**config.mk**
```make
export PLATFORM = sky130hd
export DESIGN_NAME = bram_spi_tx
export DESIGN_NICKNAME = d
export VERILOG_FILES = /design/src/rtl/bram_spi_tx_pkg.sv /design/src/rtl/bram_spi_tx_shifter.sv /design/src/rtl/bram_spi_tx.sv
export SDC_FILE = /design/constraint.sdc
export NUM_CORES = 1
export LEC_CHECK = 0
export ABC_CLOCK_PERIOD_IN_PS = 2850
export CORE_MARGIN = 1.5
export CORE_UTILIZATION = 25
export DETAILED_ROUTE_END_ITERATION = 16
export HOLD_SLACK_MARGIN = 0.05
export SETUP_SLACK_MARGIN = 0.02
export SLEW_MARGIN = 40
export SYNTH_ARGS = -nofsm -noshare
export SYNTH_HDL_FRONTEND = slang
export SYNTH_SLANG_ARGS = --single-unit
export TNS_END_PERCENT = 50
```
**constraint.sdc**
```tcl
create_clock -name clk -period 2.85 [get_ports clk]
set_input_delay 0.7125 -clock clk [delete_from_list [all_inputs] [get_ports clk]]
set_output_delay 0.7125 -clock clk [all_outputs]
set_load 0.01 [all_outputs]
```
**src/rtl/bram_spi_tx_pkg.sv**
```systemverilog
// Shared definitions for the BRAM-to-SPI transmit path: FSM encoding and
// default geometry, reused by bram_storage and the SPI receive side.
package bram_spi_tx_pkg;
    localparam int BRAM_ADDR_W = 10;
    localparam int SPI_CLK_DIV = 4;

    typedef enum logic [2:0] {
        IDLE,
        FETCH,
        WAIT,
        SHIFT,
        NEXT,
        FINISH
    } tx_state_t;
endpackage

```
**src/rtl/bram_spi_tx_shifter.sv**
```systemverilog
// SPI mode-0 byte serializer: MSB first, CLK_DIV clks per SCLK half-period,
// byte_done is combinational so the parent leaves SHIFT on the final edge.
module spi_byte_shifter import bram_spi_tx_pkg::*; #(
    parameter int CLK_DIV = SPI_CLK_DIV
) (
    input  logic       clk,
    input  logic       rst,
    input  logic       load,
    input  logic [7:0] byte_in,
    output logic       sclk,
    output logic       mosi,
    output logic       byte_done
);
    logic [6:0] sreg;
    logic [7:0] div_cnt;
    logic [3:0] phase;
    logic       active;
    logic       phase_end;

    assign phase_end = active && (div_cnt == 8'(CLK_DIV - 1));
    assign byte_done = phase_end && (phase == 4'd15);

    always_ff @(posedge clk or posedge rst) begin
        if (rst) begin
            sreg    <= '0;
            div_cnt <= '0;
            phase   <= '0;
            active  <= 1'b0;
            sclk    <= 1'b0;
            mosi    <= 1'b0;
        end else if (load) begin
            sreg    <= byte_in[6:0];
            mosi    <= byte_in[7];
            sclk    <= 1'b0;
            div_cnt <= '0;
            phase   <= '0;
            active  <= 1'b1;
        end else if (active) begin
            if (phase_end) begin
                div_cnt <= '0;
                phase   <= phase + 4'd1;
                if (phase == 4'd15) begin
                    active <= 1'b0;
                    sclk   <= 1'b0;
                end else begin
                    sclk <= ~sclk;
                    // next bit goes out only on the falling edge
                    if (sclk) begin
                        mosi <= sreg[6];
                        sreg <= {sreg[5:0], 1'b0};
                    end
                end
            end else begin
                div_cnt <= div_cnt + 8'd1;
            end
        end
    end
endmodule

```
**src/rtl/bram_spi_tx.sv**
```systemverilog
// Streams length bytes from a 1-cycle-latency BRAM out over SPI mode 0,
// starting at base_addr with address wrap; owns FSM, addressing and counters.
module bram_spi_tx import bram_spi_tx_pkg::*; #(
    parameter int CLK_DIV = SPI_CLK_DIV,
    parameter int ADDR_W  = BRAM_ADDR_W
) (
    input  logic              clk,
    input  logic              rst,
    input  logic              start,
    input  logic [ADDR_W-1:0] base_addr,
    input  logic [ADDR_W:0]   length,
    output logic [ADDR_W-1:0] bram_addr,
    input  logic [7:0]        bram_rd_data,
    output logic              spi_sclk,
    output logic              spi_mosi,
    output logic              spi_cs_n,
    output logic              busy,
    output logic              done,
    output logic [ADDR_W:0]   byte_count
);
    typedef struct packed {
        logic [ADDR_W-1:0] base;
        logic [ADDR_W:0]   len;
    } xfer_req_t;

    localparam logic [ADDR_W:0] ONE = 1;

    tx_state_t         state;
    xfer_req_t         req;
    logic              load;
    logic              byte_done;
    logic [ADDR_W:0]   next_count;
    logic [ADDR_W-1:0] next_addr;

    assign next_count = byte_count + ONE;
    assign next_addr  = req.base + next_count[ADDR_W-1:0];

    // bram_addr is registered on the edge entering FETCH so the BRAM samples it
    // at the end of FETCH and its data is stable throughout WAIT.
    always_ff @(posedge clk or posedge rst) begin
        if (rst) begin
            state      <= IDLE;
            req        <= '0;
            bram_addr  <= '0;
            byte_count <= '0;
            busy       <= 1'b0;
            done       <= 1'b0;
            spi_cs_n   <= 1'b1;
            load       <= 1'b0;
        end else begin
            done <= 1'b0;
            load <= 1'b0;
            case (state)
                IDLE: begin
                    if (start) begin
                        byte_count <= '0;
                        if (length == '0) begin
                            done <= 1'b1;
                        end else begin
                            req.base  <= base_addr;
                            req.len   <= length;
                            bram_addr <= base_addr;
                            busy      <= 1'b1;
                            spi_cs_n  <= 1'b0;
                            state     <= FETCH;
                        end
                    end
                end
                FETCH: begin
                    load  <= 1'b1;
                    state <= WAIT;
                end
                WAIT:  state <= SHIFT;
                SHIFT: if (byte_done) state <= NEXT;
                NEXT: begin
                    byte_count <= next_count;
                    if (next_count < req.len) begin
                        bram_addr <= next_addr;
                        state     <= FETCH;
                    end else begin
                        spi_cs_n <= 1'b1;
                        busy     <= 1'b0;
                        done     <= 1'b1;
                        state    <= FINISH;
                    end
                end
                FINISH:  state <= IDLE;
                default: state <= IDLE;
            endcase
        end
    end

    spi_byte_shifter #(.CLK_DIV(CLK_DIV)) u_shifter (
        .clk      (clk),
        .rst      (rst),
        .load     (load),
        .byte_in  (bram_rd_data),
        .sclk     (spi_sclk),
        .mosi     (spi_mosi),
        .byte_done(byte_done)
    );
endmodule

```
==> impl_metrics.tcl, run 1 <==
set metrics [dict create \
    outcome "finished, final reports clean" \
    first_global_vias 3119 \
    critical_path_buf_inv_count 3 \
    mappedNetlistArea_um2 3700 \
    synth_top_area_share_pct 47.3 \
    crit_required_ps 3070 \
    start_kind "flip-flop" \
    tns_ps 0 \
    clock_latency_ps 330 \
    synth_ff_type "dfrtp_1" \
    antenna_found_initial 0 \
    worstPathArrival_ps 2950 \
    drt-initial-drc-count 143 \
    reg2reg_slack_ps 120 \
    io_buffers 57 \
    path_cells "buf_6 > ha_4 > nand3_4 > nor2_4 > and3_4 > xor2_2 > ha_1 > buf_4 > nand3_2 > o31ai_2 > o21ai_1 > buf_4 > a21oi_4 > mux2_4" \
    power_per_cell_area_nw_per_um2 638 \
    final_net_count 504 \
    holdCritStartpoint "spi_cs_n$_DFFE_PP1P_" \
    h-tree-depth 3 \
    cts.reportedPaths.clkPinSlew_ps 60 \
    critical-path-top-delay-family "compound AO/OA/AOI/OAI gates" \
    ios 58 \
    gp_congestion 0.822 \
    worst_path_largest_cell_delay_ps 410 \
    core_um2 14500 \
    async_reset_ff_share_pct 100 \
    ys_top_cells_by_area "dfrtp_1, ha_1, o21ai_0" \
    ys_ff_latch 71 \
    maxSlewViolCount 0 \
    whs_path_depth 2 \
    cts-root-buf "clkbuf_16" \
    end_kind "flip-flop" \
    cap_violations 0 \
    grt_usage_pct 12.3 \
    p_leak_nw 2.32 \
    rows 44 \
    irDropWorstVdd_mv 0.331 \
    cts_hold_buffers 0 \
    relSlewSlack_pct 66.3 \
    hold_viol 0 \
    yosysTopAreaCell "dfrtp_1" \
    wl_met3_um 398 \
    ys_top_cells_by_count "dfrtp_1, nand2_1, o21ai_0" \
    r2r_cells 14 \
    grt_pass1_wl_mm 15.5 \
    critPathLaunch "byte_count[1]$_DFFE_PP0P_" \
    area_growth_pct 38.6 \
    ant_nets 0 \
    cts_tree "yes" \
    cts_max_path_buffers 2 \
    synth_edf_count 0 \
    routed.top_layer "met4" \
    grt_setup_unrepaired "yes" \
    grt_max_degree 45 \
    critPathSlowestCell "dfrtp_1" \
    dieWidth_um 125 \
    cts_sinks 71 \
    drive_above_1_share_pct 16.7 \
    r2r_start "byte_count[1]$_DFFE_PP0P_" \
    overflow 0 \
    power_mw 3.28 \
    routed_wl_mm 9.56 \
    drtPass1Iterations 4 \
    route.vias.total 2996 \
    met2WireLength_mm 4.91 \
    worstHoldPathType "reg2reg" \
    yosysWarningCount 0 \
    finClkSkew_ps 8.70 \
    via_per_inst 4.70 \
    fillers 1487 \
    wirelength_met1_mm 4.13 \
    period_needed_ps 2730 \
    setup_viol_count_final 0 \
    dpl.hpwl_mm 6.89 \
    synthMostInstantiatedCell "dfrtp_1" \
    tightest_slew_ps 504 \
    yosysSeqAreaShare_pct 48.0 \
    fp.dieH_um 125 \
    crit_fanout 3 \
    cts_buffers 9 \
    cp_common_cell "buf_4" \
    drc 0 \
    criticalPathCategory "reg2reg" \
    start_util_pct 25.6 \
    ys_types 42 \
    die_area_um2 15600 \
    wl_per_cell_um 15.0 \
    syn_inst 367 \
    path_depth 14 \
    syn_area_per_cell_um2 10.1 \
    max_freq_mhz 366 \
    syn_nets 422 \
    antenna_cells 0 \
    min_period_over_period_pct 95.8 \
]
[state kept, by name, indices dropped and copies added, names as in the netlist, 3 cells and up]
name,flops
u_shifter.div_cnt,8
req,21
u_shifter.sreg,7
state,3
byte_count,11
u_shifter.phase,4
bram_addr,10
[metrics by stage]
| stage | util, % | instance area [um2] | std cells | hold slack [ps] | setup WS [ps] |
|---|---|---|---|---|---|
| after floorplan | - | 3710 | 367 | 479 | 66.1 |
| after global placement | 32.2 | 4660 | 619 | 477 | 78.1 |
| after detailed placement | 32.2 | 4660 | 619 | 478 | -2.39 |
| after CTS | 34.4 | 4980 | 635 | 491 | 40.5 |
| after global routing | 35.5 | 5130 | 638 | 518 | -32.2 |
| final | 35.5 | 5130 | 638 | 487 | 121 |
[power by group]
part	internal (mW)	switching, mW	total (mW)	leakage, nW
clock	0.790	0.431	1.22	0.156
sequential	1.20	0.151	1.35	0.868
combinational	0.370	0.334	0.704	1.29
total	2.36	0.916	3.28	2.32
[final timing paths]
check                                             end
max                          bram_addr[3]$_DFFE_PP0P_
min                              spi_cs_n$_DFFE_PP1P_
max reg2reg                  bram_addr[3]$_DFFE_PP0P_
min reg2reg                      spi_cs_n$_DFFE_PP1P_
max in group asynchronous  u_shifter.mosi$_DFFE_PP0P_
min in group asynchronous            busy$_DFFE_PP0P_
[final cells by class]
class | instances | area [um2] | share of cell area, %
multi-input combinational | 262 | 1900 | 37.1
sequential | 71 | 1780 | 34.7
timing repair buffer | 85 | 821 | 16.0
clock buffer | 11 | 243 | 4.73
tap | 184 | 230 | 4.48
clock inverter | 5 | 81.3 | 1.58
inverter | 20 | 75.1 | 1.46
[placed cells by master (no fill, tap or decap), types with 11 or more instances in the layout]
master	Yosys	layout
inv_1	20	19
mux2i_1	12	12
nor2_1	20	19
xnor2_1	11	11
a21oi_1	14	13
mux2_2	12	11
nand2_1	43	43
dfrtp_1	70	68
xor2_1	15	14
ha_1	22	20
clkdlybuf4s50_1	0	57
buf_4	2	22
o21ai_0	34	32
[logic make-up (layout without fill, tap and decap cells)]
kind of cell / after synthesis / count (layout) / synth area share (%)
XOR/XNOR: 26 / 26 / 6.15
flip-flops: 71 / 71 / 48.0
multiplexers: 24 / 24 / 6.89
AO/OA/AOI/OAI: 88 / 88 / 14.3
buffers and inverters: 34 / 121 / 3.75
AND/OR/NAND/NOR: 101 / 101 / 12.9
adder cells (fa/ha/maj): 23 / 23 / 7.97
[per-layer routing]
layer,GRT usage [%],up-vias
li1,-,1450
met1,14.5,1475
met2,21.9,58
met3,3.52,13
met4,3.18,0
met5,0,-
[timing repair]
item                                    4_1_cts  5_1_grt
endpoints found under the setup margin        2       14
setup buffers                                 0        3
pin swaps                                     0        7
resized for setup                             1       24
[tightest hold or removal path, delay by kind of cell (launching register included)]
kind	cells	cell delay, ps
buffers and inverters	1	40
DFF	1	370
AOI/OAI and AO/OA	1	70
Note: power is estimated with default switching activity, not from simulation.
==> run 2: changes to the inputs <==
--- a/config.mk
+++ b/config.mk
@@ -7,9 +7,9 @@
 export LEC_CHECK = 0
 export ABC_CLOCK_PERIOD_IN_PS = 2850
 export CORE_MARGIN = 1.5
-export CORE_UTILIZATION = 25
+export CORE_UTILIZATION = 49
 export DETAILED_ROUTE_END_ITERATION = 16
-export HOLD_SLACK_MARGIN = 0.05
+export PLACE_DENSITY = 0.77
 export SETUP_SLACK_MARGIN = 0.02
 export SLEW_MARGIN = 40
 export SYNTH_ARGS = -nofsm -noshare
==> run 2 against run 1 <==
Compared with the run above:
- total power fell by 13%
- largest cell class unchanged
- non-clock buffer count fell by 2
- combinational power rose by 1%
- register-to-register slack got worse by 80 ps
- via count rose by 0.97%
- sequential power barely moved
- sequential share of layout area rose by 2.0 points
- critical path depth fell by 2
- maximum frequency fell by 2.8%
==> impl_metrics.tcl, run 2 (synthesized netlist as in run 1, its figures left out) <==
set metrics [dict create \
    h-tree-depth 3 \
    path_cells "buf_4 > nand3_2 > nor3_4 > nand3_2 > xor2_2 > inv_1 > ha_4 > nand3_1 > o31ai_2 > o21ai_2 > a21oi_4 > mux2_2" \
    cts.reportedPaths.clkPinSlew_ps 80 \
    cts_tree "yes" \
    finClkSkew_ps 8.27 \
    drt-initial-drc-count 98 \
    tightest_slew_ps 577 \
    fin_cells 551 \
    grt_pass1_wl_mm 14.1 \
    stdcell_area_um2 4850 \
    wl_per_cell_um 16.0 \
    criticalPathCategory "reg2reg" \
    cp_common_cell "nand3_2" \
    critical_path_buf_inv_count 2 \
    critical-path-top-delay-family "simple AND/OR/NAND/NOR gates" \
    drc 0 \
    hold_ws_ps 491 \
    power_switching_uw 877 \
    fp.dieH_um 89.9 \
    holdCritStartpoint "bram_addr[4]$_DFFE_PP0P_" \
    setup_viol_count_final 0 \
    relSlewSlack_pct 61.4 \
    clkPwrFrac_pct 27.7 \
    r2r_start "byte_count[1]$_DFFE_PP0P_" \
    regMostFlops "req" \
    cts_hold_buffers 0 \
    ios 58 \
    grt_usage_pct 21.9 \
    io_buffers 57 \
    crit_fanout 5 \
    end_kind "flip-flop" \
    drive_above_1_share_pct 16.8 \
    power_per_cell_area_nw_per_um2 586 \
    area_growth_pct 31.0 \
    tns_ps 0 \
    crit_required_ps 3090 \
    fillers 591 \
    pre_cts_ws_ps -61.1 \
    cts_max_path_buffers 2 \
    final_common_cell "dfrtp_1" \
    combPwrFrac_pct 25.0 \
    cts_buffers 9 \
    swShare_pct 30.8 \
    min_period_over_period_pct 98.5 \
    start_kind "flip-flop" \
    antenna_found_initial 0 \
    hold_viol 0 \
    outcome "finished, final reports clean" \
    postLayoutCoreUtil_pct 66.6 \
    drtPass1Iterations 4 \
    routed_wl_mm 8.83 \
    placed_area_um2 4480 \
    first_global_vias 2978 \
    die_area_um2 8090 \
    gp_congestion 0.857 \
    critPathLaunch "byte_count[1]$_DFFE_PP0P_" \
    start_util_pct 50.8 \
    ant_nets 0 \
    final_cell_mix "dfrtp_1, clkdlybuf4s50_1, nand2_1, o21ai_0, buf_4" \
    p_leak_nw 2.24 \
    grt_max_degree 50 \
    dp_cells 526 \
    p_seq_share_pct 47.3 \
    cts-root-buf "clkbuf_8" \
    max_freq_mhz 356 \
    dieWidth_um 89.9 \
    reg.largest.list "req: 21 flops, byte_count: 11 flops, bram_addr: 10 flops" \
    worst_path_largest_cell_delay_ps 430 \
    core_um2 7290 \
    largest_register_ffs 21 \
    via_per_inst 5.49 \
    dpl.hpwl_mm 6.01 \
    setup_ws_ps 42.5 \
    overflow 0 \
    critPathSlowestCell "dfrtp_1" \
    worstHoldPathType "reg2reg" \
    cap_violations 0 \
    worstPathArrival_ps 3050 \
    p_int_mw 1.97 \
    final_net_count 502 \
    power_mw 2.85 \
    clock_latency_ps 350 \
    period_needed_ps 2810 \
    maxSlewViolCount 0 \
    route.vias.total 3025 \
    rows 31 \
    irDropWorstVdd_mv 0.325 \
    cts_sinks 71 \
    antenna_cells 0 \
]
run 2: cell count changes in the layout (fill, tap and decap cells not counted), sizes merged:
cell    previous run  this run
bufinv             2         1
buf               28        26
clkbuf            11        10
clkinv             2         4
run 2: repair_timing:
action	in CTS	in global routing
cloned	0	0
gates resized for setup	1	20
pin swaps	0	11
setup buffers	0	9
setup endpoints to repair	11	14
run 2: power by group through the flow:
stage / clock network [mW] / logic [mW] / registers (mW)
6_report: 0.788 / 0.713 / 1.34
3_5_place_dp: 0 / 0.681 / 1.36
5_1_grt: 0.854 / 0.797 / 1.37
3_3_place_gp: 0 / 0.645 / 1.35
4_1_cts: 0.803 / 0.690 / 1.34
2_1_floorplan: 0 / 0.428 / 1.35
run 2: path summary, 6_finish.rpt:
path / to / slack (ps) / depth (start not counted)
worst max-delay path: bram_addr[3]$_DFFE_PP0P_ / 40 / 12
worst min-delay path: bram_addr[4]$_DFFE_PP0P_ / 490 / 2
worst max register to register: bram_addr[3]$_DFFE_PP0P_ / 40 / 12
worst min register to register: bram_addr[4]$_DFFE_PP0P_ / 490 / 2
max in group asynchronous: spi_cs_n$_DFFE_PP1P_ / 1480 / 3
min in group asynchronous: u_shifter.mosi$_DFFE_PP0P_ / 710 / 2
run 2: routing by layer:
layer | track usage [%] | vias up | wire, um
met5 | 0 | - | 0
met4 | 7.94 | 0 | 234
met3 | 6.51 | 29 | 399
met2 | 35.8 | 84 | 4410
met1 | 27.5 | 1464 | 3790
li1 | - | 1448 | -
run 2: area by class of cell:
cell class,count,area (um2),area share [%]
Timing Repair Buffer,83,778,16.0
Clock inverter,6,61.3,1.26
Multi-Input combinational cell,262,1910,39.3
Sequential cell,71,1780,36.7
Clock buffer,10,128,2.63
Tap cell,99,124,2.55
Inverter,20,75.1,1.55
run 2: worst register-to-register path, delay by kind of cell, from the launching register on:
| family | cells | cell delay [ps] |
|---|---|---|
| xor gates and xnor gates | 1 | 210 |
| buffers and inverters | 2 | 260 |
| and+or+nand+nor | 4 | 600 |
| DFF | 1 | 430 |
| adders and majority gates | 1 | 290 |
| muxes | 1 | 350 |
| AOI/OAI and AO/OA | 3 | 560 |
==> run 3: changes to the inputs <==
--- a/config.mk
+++ b/config.mk
@@ -5,11 +5,11 @@
 export SDC_FILE = /design/constraint.sdc
 export NUM_CORES = 1
 export LEC_CHECK = 0
-export ABC_CLOCK_PERIOD_IN_PS = 2850
+export ABC_CLOCK_PERIOD_IN_PS = 2590
 export CORE_MARGIN = 1.5
-export CORE_UTILIZATION = 49
+export CORE_UTILIZATION = 54
 export DETAILED_ROUTE_END_ITERATION = 16
-export PLACE_DENSITY = 0.77
+export PLACE_DENSITY = 0.8
 export SETUP_SLACK_MARGIN = 0.02
 export SLEW_MARGIN = 40
 export SYNTH_ARGS = -nofsm -noshare
==> constraint.sdc (replaced) <==
create_clock -name clk -period 2.59 [get_ports clk]
set_input_delay 0.6475 -clock clk [delete_from_list [all_inputs] [get_ports clk]]
set_output_delay 0.6475 -clock clk [all_outputs]
set_load 0.01 [all_outputs]
==> run 3 against run 2 <==
Compared with the run above:
- the run now ends with negative setup slack left
- sequential share of layout area fell by 1.6 points
- core utilization grew 12 points
- maximum frequency rose by 3.3%
- clock-buffer cell count up 2
- register-to-register slack lost 170 ps
- critical path depth is 2 higher
- global-route usage is 4.9 points higher
- total power increased by 12%
- final cell count is 0.73% lower
==> impl_metrics.tcl, run 3 (synthesized netlist as in run 1, its figures left out) <==
set metrics [dict create \
    failed_checks "negative setup slack" \
    dp_cells 520 \
    dieWidth_um 85.8 \
    ios 58 \
    crit_required_ps 2820 \
    end_kind "flip-flop" \
    criticalPathCategory "reg2reg" \
    grt_setup_unrepaired "yes" \
    p_leak_nw 2.35 \
    critical-path-top-delay-family "compound AO/OA/AOI/OAI gates" \
    reg.largest.list "req: 21 flops, byte_count: 11 flops, bram_addr: 10 flops" \
    outcome "finished with violations" \
    period_needed_ps 2720 \
    r2r_end "bram_addr[9]$_DFFE_PP0P_" \
    drt-initial-drc-count 240 \
    setup_ws_ps -127 \
    regMostFlops "req" \
    antenna_cells 0 \
    cap_violations 0 \
    core_um2 6490 \
    relSlewSlack_pct 44.9 \
    routed_wl_mm 9.68 \
    cts.reportedPaths.clkPinSlew_ps 80 \
    final_net_count 520 \
    wl_per_cell_um 17.7 \
    postLayoutCoreUtil_pct 78.3 \
    drc 0 \
    route.vias.total 3218 \
    finClkSkew_ps 7.69 \
    tightest_slew_ps 818 \
    hold_viol 0 \
    start_util_pct 57.0 \
    largest_register_ffs 21 \
    cts_max_path_buffers 2 \
    start_kind "flip-flop" \
    cp_common_cell "ha_4" \
    pre_cts_ws_ps -150 \
    fp.dieH_um 85.8 \
    via_per_inst 5.88 \
    maxSlewViolCount 0 \
    min_period_over_period_pct 105 \
    max_freq_mhz 368 \
    cts-root-buf "clkbuf_8" \
    power_per_cell_area_nw_per_um2 629 \
    overflow 0 \
    clock_latency_ps 350 \
    r2r_start "byte_count[1]$_DFFE_PP0P_" \
    cts_tree "yes" \
    antenna_found_initial 0 \
    fin_cells 547 \
    area_growth_pct 37.3 \
    gp_congestion 0.902 \
    grt_usage_pct 26.8 \
    ant_nets 0 \
    whs_path_depth 2 \
    worstPathArrival_ps 2940 \
    cts_sinks 71 \
    irDropWorstVdd_mv 0.439 \
    first_global_vias 3141 \
    reg2reg_slack_ps -130 \
    die_area_um2 7360 \
    rows 29 \
    drtPass1Iterations 6 \
    worstHoldPathType "reg2reg" \
    final_common_cell "dfrtp_1" \
    min_to "spi_cs_n$_DFFE_PP1P_" \
    io_buffers 57 \
    dpl.hpwl_mm 6.36 \
    holdCritStartpoint "spi_cs_n$_DFFE_PP1P_" \
    final_cell_mix "dfrtp_1, clkdlybuf4s50_1, nand2_1, buf_4, o21ai_0" \
    grt_max_degree 35 \
    path_cells "ha_4 > nand3_4 > nor2_4 > and3_4 > xor2_4 > ha_4 > a21o_1 > a21oi_2 > o31ai_2 > o21ai_2 > a21oi_4 > buf_4 > a22oi_2 > o31ai_1" \
    cts_buffers 9 \
    r2r_cells 14 \
    h-tree-depth 3 \
    drive_above_1_share_pct 23.0 \
    cts_hold_buffers 0 \
    critPathSlowestCell "dfrtp_1" \
    grt_pass1_wl_mm 15.1 \
    setup_viol_count_final 9 \
    worst_path_largest_cell_delay_ps 440 \
    crit_fanout 6 \
    critical_path_buf_inv_count 1 \
]
-- run 3: cell type report --
cell class              instances  area [um2]
inverters                      20        78.8
clock inverters                 4        45.0
multi-input cells             262        2020
fillers                       394        1410
flip-flops and latches         71        1780
repair buffers                101         921
well taps                      77        96.3
clock buffers                  12         145
-- run 3: worst max-delay path by stage --
stage | cells after the start | to | startpoint
2_1_floorplan | 11 | bram_addr[3]$_DFFE_PP0P_ | byte_count[1]$_DFFE_PP0P_
3_3_place_gp | 11 | bram_addr[3]$_DFFE_PP0P_ | byte_count[4]$_DFFE_PP0P_
3_5_place_dp | 13 | bram_addr[4]$_DFFE_PP0P_ | byte_count[1]$_DFFE_PP0P_
4_1_cts | 14 | bram_addr[5]$_DFFE_PP0P_ | byte_count[1]$_DFFE_PP0P_
5_1_grt | 12 | bram_addr[3]$_DFFE_PP0P_ | byte_count[1]$_DFFE_PP0P_
6_report | 14 | bram_addr[9]$_DFFE_PP0P_ | byte_count[1]$_DFFE_PP0P_
-- run 3: power by group --
group          total, mW  leakage, nW  switching [mW]  internal, mW
Combinational      0.836         1.39           0.399         0.437
Clock              0.868        0.100           0.401         0.467
Sequential          1.49        0.866           0.176          1.32
-- run 3: routing by layer --
layer	track usage, %	wire length, um
met5	0	0
met3	7.41	597
met1	32.5	3880
met2	46.4	4970
met4	8.65	236
-- run 3: tightest hold or removal path: stages (launching register included) --
cell and delay (ps):
dfstp_2 370, inv_1 50, o21ai_1 60
-- run 3: through the flow --
stage	TNS, ps	power [mW]	area [um2]	hold WS, ps
final	-691	3.20	5080	479
after global routing	-1760	3.36	5080	497
after CTS	-270	3.19	5000	493
after detailed placement	-1410	2.28	4620	479
after global placement	-207	2.22	4620	468
after floorplan	-2.97	1.96	3760	479
-- run 3: what timing repair did --
| item | 4_1_cts | 5_1_grt |
|---|---|---|
| endpoints found under the setup margin | 14 | 14 |
| setup buffers | 7 | 4 |
| resized for setup | 26 | 11 |
| pin swaps | 16 | 13 |
